### src/rtl/fetch_prefetch_unit_if.sv
// Fetch unit bus bundle: instruction-memory req/ack channel, execute redirect,
// and the valid/ready head channel towards decode.
interface fetch_prefetch_unit_if;
  logic        imem_req;
  logic [31:0] imem_addr;
  logic        imem_ack;
  logic [31:0] imem_rdata;
  logic        redirect;
  logic [31:0] redirect_pc;
  logic        instr_valid;
  logic        instr_ready;
  logic [31:0] instr;
  logic [31:0] instr_pc;
  logic [31:0] instr_pc4;

  modport master (
    output imem_req, imem_addr, instr_valid, instr, instr_pc, instr_pc4,
    input  imem_ack, imem_rdata, redirect, redirect_pc, instr_ready
  );

  modport slave (
    input  imem_req, imem_addr, instr_valid, instr, instr_pc, instr_pc4,
    output imem_ack, imem_rdata, redirect, redirect_pc, instr_ready
  );
endinterface

### src/rtl/fetch_prefetch_unit.sv
// Instruction fetch front end: owns the fetch PC, prefetches into a DEPTH-entry FIFO.
// Define FETCH_BYPASS_EN to forward an ack straight to decode when the FIFO is empty.
module fetch_prefetch_unit #(
  parameter int          DEPTH    = 2,
  parameter logic [31:0] RESET_PC = 32'h0
) (
  input logic                   clk,
  input logic                   rst,
  fetch_prefetch_unit_if.master bus
);
  localparam int               PTR_W   = $clog2(DEPTH);
  localparam int               CNT_W   = PTR_W + 1;
  localparam logic [CNT_W-1:0] FULL_C  = CNT_W'(DEPTH);
  localparam logic [PTR_W-1:0] PTR_ONE = PTR_W'(1);
  localparam logic [1:0]       IDLE    = 2'd0;
  localparam logic [1:0]       BUSY    = 2'd1;
  localparam logic [1:0]       DROP    = 2'd2;

  logic [1:0]       state_r, stateNext_s;
  logic [31:0]      fetchPc_r, fetchPcNext_s;
  logic [31:0]      addr_r, addrNext_s;
  logic [CNT_W-1:0] count_r, countNext_s;
  logic [PTR_W-1:0] rdPtr_r, wrPtr_r;
  logic [31:0]      memInstr_r [DEPTH];
  logic [31:0]      memPc_r    [DEPTH];
  logic [31:0]      memPc4_r   [DEPTH];
  logic             ackData_s, bypass_s, push_s, pop_s, advancePc_s;

  assign ackData_s = (state_r == BUSY) && bus.imem_ack && !bus.redirect;

  // Bypass qualification, FIFO push/pop and next occupancy
  always_comb begin
`ifdef FETCH_BYPASS_EN
    bypass_s = ackData_s && (count_r == {CNT_W{1'b0}});
`else
    bypass_s = 1'b0;
`endif
    pop_s  = (count_r != {CNT_W{1'b0}}) && bus.instr_ready && !bus.redirect;
    push_s = ackData_s && !(bypass_s && bus.instr_ready);
    if (bus.redirect) begin
      countNext_s = {CNT_W{1'b0}};
    end else begin
      countNext_s = count_r + {{PTR_W{1'b0}}, push_s} - {{PTR_W{1'b0}}, pop_s};
    end
  end

  // Request sequencing; the stale request keeps addr/req stable until its ack
  always_comb begin
    stateNext_s = state_r;
    addrNext_s  = addr_r;
    advancePc_s = 1'b0;
    case (state_r)
      IDLE: begin
        if (!bus.redirect && (count_r < FULL_C)) begin
          stateNext_s = BUSY;
          addrNext_s  = fetchPc_r;
        end else begin
          stateNext_s = IDLE;
        end
      end
      BUSY: begin
        if (ackData_s) begin
          advancePc_s = 1'b1;
          if (countNext_s < FULL_C) begin
            stateNext_s = BUSY;
            addrNext_s  = addr_r + 32'd4;
          end else begin
            stateNext_s = IDLE;
          end
        end else if (bus.redirect) begin
          stateNext_s = bus.imem_ack ? IDLE : DROP;
        end else begin
          stateNext_s = BUSY;
        end
      end
      DROP: begin
        stateNext_s = bus.imem_ack ? IDLE : DROP;
      end
      default: begin
        stateNext_s = IDLE;
      end
    endcase
  end

  assign fetchPcNext_s = bus.redirect ? bus.redirect_pc :
                         (advancePc_s ? addr_r + 32'd4 : fetchPc_r);

  // FSM state, fetch PC and outstanding request address
  always_ff @(posedge clk or negedge rst) begin
    if (!rst) begin
      state_r   <= IDLE;
      fetchPc_r <= RESET_PC;
      addr_r    <= 32'h0;
    end else begin
      state_r   <= stateNext_s;
      fetchPc_r <= fetchPcNext_s;
      addr_r    <= addrNext_s;
    end
  end

  // FIFO pointers and occupancy; a redirect empties the queue
  always_ff @(posedge clk or negedge rst) begin
    if (!rst) begin
      count_r <= {CNT_W{1'b0}};
      rdPtr_r <= {PTR_W{1'b0}};
      wrPtr_r <= {PTR_W{1'b0}};
    end else if (bus.redirect) begin
      count_r <= {CNT_W{1'b0}};
      rdPtr_r <= {PTR_W{1'b0}};
      wrPtr_r <= {PTR_W{1'b0}};
    end else begin
      count_r <= countNext_s;
      rdPtr_r <= pop_s  ? rdPtr_r + PTR_ONE : rdPtr_r;
      wrPtr_r <= push_s ? wrPtr_r + PTR_ONE : wrPtr_r;
    end
  end

  // FIFO storage: instruction word with its PC and PC+4
  always_ff @(posedge clk or negedge rst) begin
    if (!rst) begin
      for (int i = 0; i < DEPTH; i++) begin
        memInstr_r[i] <= 32'h0;
        memPc_r[i]    <= 32'h0;
        memPc4_r[i]   <= 32'h0;
      end
    end else if (push_s) begin
      memInstr_r[wrPtr_r] <= bus.imem_rdata;
      memPc_r[wrPtr_r]    <= addr_r;
      memPc4_r[wrPtr_r]   <= addr_r + 32'd4;
    end
  end

  assign bus.imem_req  = (state_r != IDLE);
  assign bus.imem_addr = addr_r;

  // Head presentation: FIFO read pointer, or the ack data when bypassing
  always_comb begin
    bus.instr_valid = (count_r != {CNT_W{1'b0}}) || bypass_s;
    if (bypass_s) begin
      bus.instr     = bus.imem_rdata;
      bus.instr_pc  = addr_r;
      bus.instr_pc4 = addr_r + 32'd4;
    end else begin
      bus.instr     = memInstr_r[rdPtr_r];
      bus.instr_pc  = memPc_r[rdPtr_r];
      bus.instr_pc4 = memPc4_r[rdPtr_r];
    end
  end
endmodule

### src/flat_wrapper.sv
// flat-port wrapper written by rule: the top's interface ports become plain ports
module fetch_prefetch_unit_flat 
#(
  parameter int          DEPTH    = 2,
  parameter logic [31:0] RESET_PC = 32'h0
)
  (clk, rst, bus_imem_req, bus_imem_addr, bus_instr_valid, bus_instr, bus_instr_pc, bus_instr_pc4, bus_imem_ack, bus_imem_rdata, bus_redirect, bus_redirect_pc, bus_instr_ready);
  fetch_prefetch_unit_if bus_i ();
  input logic clk;
  input logic rst;
  output wire logic [$bits(bus_i.imem_req)-1:0] bus_imem_req;
  output wire logic [$bits(bus_i.imem_addr)-1:0] bus_imem_addr;
  output wire logic [$bits(bus_i.instr_valid)-1:0] bus_instr_valid;
  output wire logic [$bits(bus_i.instr)-1:0] bus_instr;
  output wire logic [$bits(bus_i.instr_pc)-1:0] bus_instr_pc;
  output wire logic [$bits(bus_i.instr_pc4)-1:0] bus_instr_pc4;
  input wire logic [$bits(bus_i.imem_ack)-1:0] bus_imem_ack;
  input wire logic [$bits(bus_i.imem_rdata)-1:0] bus_imem_rdata;
  input wire logic [$bits(bus_i.redirect)-1:0] bus_redirect;
  input wire logic [$bits(bus_i.redirect_pc)-1:0] bus_redirect_pc;
  input wire logic [$bits(bus_i.instr_ready)-1:0] bus_instr_ready;
  assign bus_imem_req = bus_i.imem_req;
  assign bus_imem_addr = bus_i.imem_addr;
  assign bus_instr_valid = bus_i.instr_valid;
  assign bus_instr = bus_i.instr;
  assign bus_instr_pc = bus_i.instr_pc;
  assign bus_instr_pc4 = bus_i.instr_pc4;
  assign bus_i.imem_ack = bus_imem_ack;
  assign bus_i.imem_rdata = bus_imem_rdata;
  assign bus_i.redirect = bus_redirect;
  assign bus_i.redirect_pc = bus_redirect_pc;
  assign bus_i.instr_ready = bus_instr_ready;
  fetch_prefetch_unit #(.DEPTH(DEPTH), .RESET_PC(RESET_PC)) u_core (.clk(clk), .rst(rst), .bus(bus_i));
endmodule
### config.mk
export PLATFORM = sky130hd
export DESIGN_NAME = fetch_prefetch_unit_flat
export DESIGN_NICKNAME = d
export VERILOG_FILES = /design/src/rtl/fetch_prefetch_unit_if.sv /design/src/rtl/fetch_prefetch_unit.sv /design/src/flat_wrapper.sv
export SDC_FILE = /design/constraint.sdc
export NUM_CORES = 1
export LEC_CHECK = 0
export BUFFER_PORTS_ARGS = -buffer_cell sky130_fd_sc_hd__buf_2
export CORE_ASPECT_RATIO = 0.7
export CORE_MARGIN = 2
export CORE_UTILIZATION = 55
export CTS_CLUSTER_DIAMETER = 150
export CTS_CLUSTER_SIZE = 30
export DETAILED_ROUTE_END_ITERATION = 6
export GPL_TIMING_DRIVEN = 0
export PLACE_DENSITY = 0.78
export SYNTH_ARGS = -nofsm -noshare
export SYNTH_HDL_FRONTEND = slang
export SYNTH_SLANG_ARGS = --single-unit
### constraint.sdc
create_clock -name clk -period 8.3 [get_ports clk]
set_input_delay 1.66 -clock clk [delete_from_list [all_inputs] [get_ports clk]]
set_output_delay 1.66 -clock clk [all_outputs]
set_load 0.05 [all_outputs]
==> reports/results.tsv, run 1 <==
stage	metric	value	unit
outcome	status	finished clean	
clock_network	clock_path_buffers	3	
place	dp_slack	3.14	ns
place	dpl.hpwl	22900	um
detailed_routing	wirelength	32200	um
final_layout	final_util	64.6	%
detailed_routing	avgRoutedWirePerCell	19.8	um
critical_path	cp_common_cell	clkbuf_1	
hold_path	hold-path-endpoint	u_core.memInstr_r[35]	
synth	synth-seq-cells	258	
synth	async_reset_ff_share	100	%
power_and_ir_drop	power.leakage	6.59	nW
synth	synth_cell_types	45	
critical_path	cp_max_fo	10	
final_layout	final_cell_area	13500	um^2
floorplanning	placeableCoreArea	20900	um^2
critical_path	cpPeakStageDelay	0.75	ns
clock_network	ctsRootBufferMaster	clkbuf_16	
final_layout	final_layout_size_suffix_gt1_share	29.0	%
global_route	gr-total-overflow	0	
detailed_routing	vias_per_cell	5.84	
detailed_routing	ant_nets	0	
synth	synth_warnings	0	
floorplanning	die_h	126	um
sta	slew_headroom	25.5	%
place	io_buffers	196	
synth	synth_area_per_cell	10.3	um^2
floorplanning	io_pins	199	
sta	maxSlewViolCount	0	
hold_path	whs_path_depth	2	
critical_path	critPathCaptureType	output pin	
sta	setup_violations	0	
sta	fin_skew	0.0195	ns
global_route	grt_pass1_wl	50500	um
final_layout	area_growth	14.8	%
sta	finalCritPeriodShare	58.6	%
clock_network	cts-buffers-inserted	12	
critical_path	timing.rr.start	u_core.state_r[1]	
sta	max_freq	206	MHz
global_route	grt_max_degree	126	
critical_path	crit_required	6.64	ns
hold_path	hp-class	register to register	
sta	tns	0	ns
power_and_ir_drop	power_density	363	nW/um^2
floorplanning	row_count	44	
sta	worst_slew_pin_slew	1.11	ns
critical_path	rr_worst_depth	11	
power_and_ir_drop	ir_drop	0.000341	V
synth	syn_area	11800	um^2
critical_path	slowest_stage	buf_1	
global_route	globalRouteTotalUtil	28.8	%
synth	ys_seq_area_share	54.9	%
synth	syn_inst	1137	
detailed_routing	drt_iter0_drc	894	
critical_path	worstSetupPathType	register to output pin	
clock_network	cts_resized	0	
synth	synth_edf_count	0	
clock_network	cts_tree	yes	
sta	rsz0062_at_grt	false	
clock_network	clk_latency	0.49	ns
detailed_routing	drc_errors	0	
place	placed_cell_area	13100	um^2
clock_network	postCtsHoldBufs	0	
global_route	antenna_found_initial	1	
critical_path	crit_arrival	3.20	ns
sta	layout_min_cycle_time	4.86	ns
global_route	grt_pass1_vias	9292	
critical_path	r2r-end	u_core.bus.imem_addr[28]	
power_and_ir_drop	fin_total_pwr	4.90	mW
job	cap_viol_max_count	0	
sta	final.setup.worst_slack	3.44	ns
synth	synthFlopType	dfrtp_1	
final_layout	nets	1421	
hold_path	hold_start	u_core.memInstr_r[35]	
detailed_routing	via_count	9490	
clock_network	post_cts_buffers	0	
place	place_congestion	0.898	
floorplanning	dieArea	22600	um^2
critical_path	start_kind	register	
detailed_routing	drt-pass1-iter-count	5	
floorplanning	die_w	179	um
synth	syn_nets	1209	
clock_network	clock_sinks	258	
clock_network	cts_max_level	1	
sta	hold_violations	0	
floorplanning	start_util	56.3	%
clock_network	cts.clk_slew.worst_paths	0.12	ns
critical_path	reg2reg_setup_slack	4.39	ns
critical_path	cp_cell_sequence	clkbuf_1 -> buf_1 -> clkbuf_1 -> mux2_2 -> buf_2	
## layout by cell type, fill, tap and decap left out, drive strengths merged, types with 16 or more instances in the layout
cell type	count
a22oi	27
o21ai	109
nand3	16
mux2	160
nand2	300
clkbuf	74
nor2	29
xor2	19
a21oi	31
dfrtp	258
buf	222
## final cells by class
class                   instances  area [um^2]
multi-input cells             788         4930
inverters                       6         22.5
clock inverters                 1         16.3
diodes                          1         2.50
repair buffers                198         1050
flip-flops and latches        258         6460
fillers                      1713         7380
well taps                     276          345
clock buffers                  13          325
plain buffers                  85          340
## worst max path at each step
stage	cells after the start	start	endpoint
final	5	u_core.rdPtr_r	bus_instr_pc[15]
after detailed placement	12	bus_redirect	u_core.bus.imem_addr[28]
after global routing	13	bus_redirect	u_core.bus.imem_addr[14]
after global placement	1	rst	u_core.memInstr_r[23]
after floorplan	13	bus_redirect	u_core.bus.imem_addr[10]
after CTS	5	u_core.rdPtr_r	bus_instr_pc[15]
## synth_stat cells, drive strengths merged (4+ instances only)
| cell type | instances | area (um^2) |
|---|---|---|
| nand2 | 300 | 1130 |
| dfrtp | 258 | 6460 |
| mux2 | 160 | 1800 |
| o21ai | 109 | 546 |
| clkbuf | 61 | 230 |
| a21oi | 31 | 159 |
| nor2 | 29 | 109 |
| a22oi | 27 | 203 |
| buf | 24 | 110 |
| xor2 | 19 | 166 |
| nand3 | 16 | 85.1 |
| o22ai | 14 | 87.6 |
| a2bb2oi | 13 | 114 |
| xnor2 | 12 | 105 |
| inv | 6 | 22.5 |
| nand4 | 6 | 37.5 |
| and4 | 5 | 43.8 |
| nor3 | 5 | 25.0 |
| a211oi | 4 | 30.0 |
| a21o | 4 | 30.0 |
| and2 | 4 | 25.0 |
| mux2i | 4 | 40.0 |
| or2 | 4 | 27.5 |
## routing by layer
layer,vias to the layer above,part of all wire [%],global-route usage [%]
li1,4284,-,-
met3,48,9.1,5.46
met2,459,43,42.6
met1,4699,45,44.1
met4,0,2.5,7.51
met5,-,0,0
## power breakdown
group / internal (mW) / leakage (nW) / switching, mW
clock network: 0.288 / 0.167 / 0.398
logic: 0.659 / 3.17 / 1.59
registers: 1.68 / 3.26 / 0.289
total: 2.63 / 6.59 / 2.27
## per-stage QoR
stage          hold WS [ns]  std cells
3_3_place_gp          0.454       1609
6_report              0.485       1626
2_1_floorplan         0.442       1137
3_5_place_dp          0.459       1611
5_1_grt               0.498       1625
4_1_cts               0.487       1625
## registers in the layout (all words and copies together) (netlist names)
signal / flops
u_core.memInstr_r: 64
u_core.memPc4_r: 64
u_core.memPc_r: 60
u_core.bus.imem_addr: 32
u_core.fetchPc_r: 32
u_core.count_r: 2
u_core.state_r: 2
u_core.rdPtr_r: 1
u_core.wrPtr_r: 1
## cells by family (layout without fill, tap and decap cells)
kind of cell / after synthesis / in the layout / share of synthesized area [%]
simple gates: 381 / 381 / 13.3
flops: 258 / 258 / 54.9
compound gates: 209 / 209 / 10.4
mux: 164 / 164 / 15.7
buf+inv: 91 / 303 / 3.09
xor+xnor: 31 / 31 / 2.31
fa+ha+maj: 3 / 3 / 0.319
other cells: 0 / 1 / 0
## worst max-delay path: cells and delay by family (launching register included)
kind,cells,cell delay [ns]
buffers and inverters,4,1.91
DFF,1,0.35
muxes,1,0.43
Note: power is estimated with default switching activity, not from simulation.
==> inputs of run 2 (changes only) <==
--- a/config.mk
+++ b/config.mk
@@ -5,15 +5,16 @@
 export SDC_FILE = /design/constraint.sdc
 export NUM_CORES = 1
 export LEC_CHECK = 0
+export ABC_AREA = 1
 export BUFFER_PORTS_ARGS = -buffer_cell sky130_fd_sc_hd__buf_2
 export CORE_ASPECT_RATIO = 0.7
 export CORE_MARGIN = 2
-export CORE_UTILIZATION = 55
+export CORE_UTILIZATION = 51
 export CTS_CLUSTER_DIAMETER = 150
 export CTS_CLUSTER_SIZE = 30
 export DETAILED_ROUTE_END_ITERATION = 6
 export GPL_TIMING_DRIVEN = 0
-export PLACE_DENSITY = 0.78
+export PLACE_DENSITY = 0.76
 export SYNTH_ARGS = -nofsm -noshare
 export SYNTH_HDL_FRONTEND = slang
 export SYNTH_SLANG_ARGS = --single-unit
==> constraint.sdc (replaced) <==
create_clock -name clk -period 4.4 [get_ports clk]
set_input_delay 0.88 -clock clk [delete_from_list [all_inputs] [get_ports clk]]
set_output_delay 0.88 -clock clk [all_outputs]
set_load 0.05 [all_outputs]
==> reports/results.tsv, run 2 <==
stage	metric	value	unit	change
clock_network	post_cts_buffers	0		unchanged
clock_network	postCtsHoldBufs	0		unchanged
synth	synth_xor_area_share	0.215	%	was 2.31%
synth	syn_nets	1692		was 1209
detailed_routing	wirelength	37600	um	was 32200 um
critical_path	crit_family	buffers and inverters		unchanged
clock_network	cts_tree	yes		unchanged
synth	async_reset_ff_share	100	%	unchanged
power_and_ir_drop	power.leakage	7.47	nW	was 6.59 nW
power_and_ir_drop	power_density	762	nW/um^2	was 363 nW/um^2
sta	holdWs	0.221	ns	was 0.485 ns
floorplanning	dieArea	25200	um^2	was 22600 um^2
synth	synth_area_per_cell	7.53	um^2	was 10.3 um^2
critical_path	cp_cell_sequence	clkbuf_1 -> clkbuf_1 -> nand2_1 -> nand2_1 -> buf_4 -> buf_2		was clkbuf_1 -> buf_1 -> clkbuf_1 -> mux2_2 -> buf_2
synth	synthMuxAreaShare	0	%	was 15.7%
detailed_routing	vias_per_cell	5.37		was 5.84
critical_path	cp_max_fo	10		unchanged
floorplanning	die_h	133	um	was 126 um
critical_path	slowest_stage	clkbuf_1		was buf_1
floorplanning	start_util	51.8	%	was 56.3%
final_layout	nets	1905		was 1421
global_route	antenna_found_initial	1		unchanged
final_layout	final_util	59.4	%	was 64.6%
detailed_routing	drt-pass1-iter-count	6		was 5
critical_path	reg2reg_setup_slack	1.24	ns	was 4.39 ns
synth	ys_top_cells_by_count	nand2_1 (751), dfrtp_1 (258), inv_1 (122)		was nand2_1 (300), dfrtp_1 (258), mux2_2 (160)
critical_path	path_buf_inv	4		unchanged
place	dp_slack	0.870	ns	was 3.14 ns
sta	finalCritPeriodShare	83.8	%	
clock_network	cts.clk_slew.worst_paths	0.11	ns	was 0.12 ns
place	io_buffers	197		was 196
floorplanning	die_w	189	um	was 179 um
final_layout	reg_top3	u_core.memInstr_r (64), u_core.memPc4_r (64), u_core.memPc_r (60)		unchanged
global_route	globalRouteTotalUtil	30.0	%	was 28.8%
critical_path	start_kind	register		unchanged
place	dpl.hpwl	27900	um	was 22900 um
detailed_routing	drt_iter0_drc	1251		was 894
floorplanning	io_pins	199		unchanged
power_and_ir_drop	fin_total_pwr	10.7	mW	was 4.90 mW
outcome	status	finished clean		unchanged
detailed_routing	ant_nets	0		unchanged
critical_path	worstSetupPathType	register to output pin		unchanged
place	place_congestion	0.916		was 0.898
global_route	grt_max_degree	119		was 126
final_layout	final_layout_size_suffix_gt1_share	14.7	%	was 29.0%
clock_network	clock_path_buffers	3		unchanged
synth	synth_fa_ha_area_share	0.308	%	was 0.319%
synth	synth_edf_count	0		unchanged
final_layout	area_growth	14.7	%	was 14.8%
synth	synth_warnings	0		unchanged
synth	syn_area	12200	um^2	was 11800 um^2
global_route	grt_pass1_wl	59500	um	was 50500 um
synth	yosys.area_share.simple	29.0	%	was 13.3%
detailed_routing	via_count	11600		was 9490
synth	synth.most_common_cell	nand2_1		unchanged
sta	rsz0062_at_grt	false		unchanged
critical_path	r2r-end	u_core.bus.imem_addr[9]		was u_core.bus.imem_addr[28]
synth	ys_seq_area_share	52.9	%	was 54.9%
sta	fin_skew	0.0333	ns	was 0.0195 ns
sta	hold_violations	0		unchanged
floorplanning	row_count	47		was 44
clock_network	cts_max_level	1		unchanged
critical_path	rr_worst_depth	14		was 11
global_route	grt_pass1_vias	10900		was 9292
critical_path	crit_arrival	2.81	ns	was 3.20 ns
sta	setup_violations	0		unchanged
sta	worst_slew_pin_slew	0.831	ns	was 1.11 ns
critical_path	critPathCaptureType	output pin		unchanged
synth	synth.top_cells.by_area	dfrtp_1 (53%), nand2_1 (23%), o21ai_0 (4.4%)		was dfrtp_1 (55%), mux2_2 (15%), nand2_1 (9.6%)
detailed_routing	avgRoutedWirePerCell	17.5	um	was 19.8 um
synth	yosysTopAreaCell	dfrtp_1		unchanged
clock_network	clock_sinks	258		unchanged
sta	maxSlewViolCount	0		unchanged
place	dp.cells	2137		was 1611
sta	max_freq	271	MHz	
critical_path	timing.rr.start	u_core.state_r[1]		unchanged
synth	syn_inst	1620		was 1137
final_layout	layout_common_cells	nand2_1 (751), dfrtp_1 (258), buf_2 (231), inv_1 (122), o21ai_0 (108)		was nand2_1 (300), dfrtp_1 (258), buf_2 (205), mux2_2 (160), o21ai_0 (105)
clock_network	cts-buffers-inserted	12		unchanged
synth	synth_top_family_by_area	simple AND/OR/NAND/NOR gates		was multiplexers
sta	final.setup.worst_slack	0.711	ns	was 3.44 ns
sta	layout_min_cycle_time	3.69	ns	
global_route	gr-total-overflow	0		unchanged
clock_network	clk_latency	0.51	ns	was 0.49 ns
sta	slew_headroom	44.6	%	was 25.5%
synth	synth_compound_area_share	10.6	%	was 10.4%
clock_network	cts_resized	0		unchanged
synth	synth_cell_types	29		was 45
power_and_ir_drop	ir_drop	0.000378	V	was 0.000341 V
hold_path	hp-class	input pin to asynchronous set/reset pin		was register to register
synth	synth.top_cell.area_share	52.9	%	was 54.9%
detailed_routing	drc_errors	0		unchanged
clock_network	ctsRootBufferMaster	clkbuf_16		unchanged
final_layout	stdcell_count	2152		was 1626
synth	synthFlopType	dfrtp_1		unchanged
critical_path	crit_required	3.52	ns	was 6.64 ns
synth	synth-seq-cells	258		unchanged
final_layout	final_common_cell	nand2_1		unchanged
floorplanning	placeableCoreArea	23600	um^2	was 20900 um^2
critical_path	cpPeakStageDelay	0.65	ns	was 0.75 ns
job	cap_viol_max_count	0		unchanged
==> run 2: cell types whose count changed in the layout (fill, tap and decap cells not counted), moves of 20 or more <==
cell and delta:
nand2_1 +451, mux2_2 -160, inv_1 +116, o21ai_1 +99, nand3_1 +62, nor2_1 +29, a22oi_1 -26, buf_2 +26
clkbuf_1 -20
==> run 2: cell families (layout without fill, tap and decap cells) <==
| family | Yosys count | after routing |
|---|---|---|
| buffers and inverters | 210 | 423 |
| other | 0 | 1 |
| DFF | 258 | 258 |
| xor gates and xnor gates | 3 | 3 |
| and+or+nand+nor | 899 | 899 |
| AOI/OAI and AO/OA | 247 | 247 |
| adders and majority gates | 3 | 3 |
==> run 2: area by class of cell <==
type | instances | area, um^2
Antenna cell | 1 | 2.50
Buffer | 82 | 370
Clock buffer | 13 | 325
Clock inverter | 1 | 16.3
Fill cell | 2202 | 9580
Inverter | 128 | 480
Multi-Input combinational cell | 1152 | 4900
Sequential cell | 258 | 6460
Tap cell | 318 | 398
Timing Repair Buffer | 199 | 1050
==> run 2: layer usage <==
metal / vias up / wire length (um) / share of wire (%) / global-route usage, %
met5: - / 0 / 0 / 0
met4: 0 / 806 / 2.1 / 6.25
met3: 57 / 4060 / 11 / 6.24
met2: 579 / 15500 / 41 / 43.2
met1: 5447 / 17200 / 46 / 46.9
li1: 5473 / - / - / -
==> run 2: worst max-delay path by stage <==
stage                               from                  endpoint  slack, ns  depth (start not counted)
after global routing      u_core.rdPtr_r          bus_instr_pc4[0]       0.67                          6
after global placement               rst      u_core.memInstr_r[6]      -2.19                          1
after CTS                 u_core.rdPtr_r          bus_instr_pc4[0]       0.78                          6
after floorplan             bus_redirect  u_core.bus.imem_addr[26]       1.52                         15
after detailed placement    bus_redirect  u_core.bus.imem_addr[14]       0.87                         15
final                     u_core.rdPtr_r          bus_instr_pc4[0]       0.71                          6
==> run 2: stage by stage <==
stage          setup TNS (ns)  instance area, um^2
2_1_floorplan               0                12200
3_3_place_gp          -558.72                13600
3_5_place_dp                0                13700
4_1_cts                     0                14000
5_1_grt                     0                14000
6_report                    0                14000
==> run 2: where the power goes <==
part | switching, mW | internal (mW)
sequential | 0.647 | 3.29
clock | 0.764 | 0.543
combinational | 4.16 | 1.26
total | 5.57 | 5.09
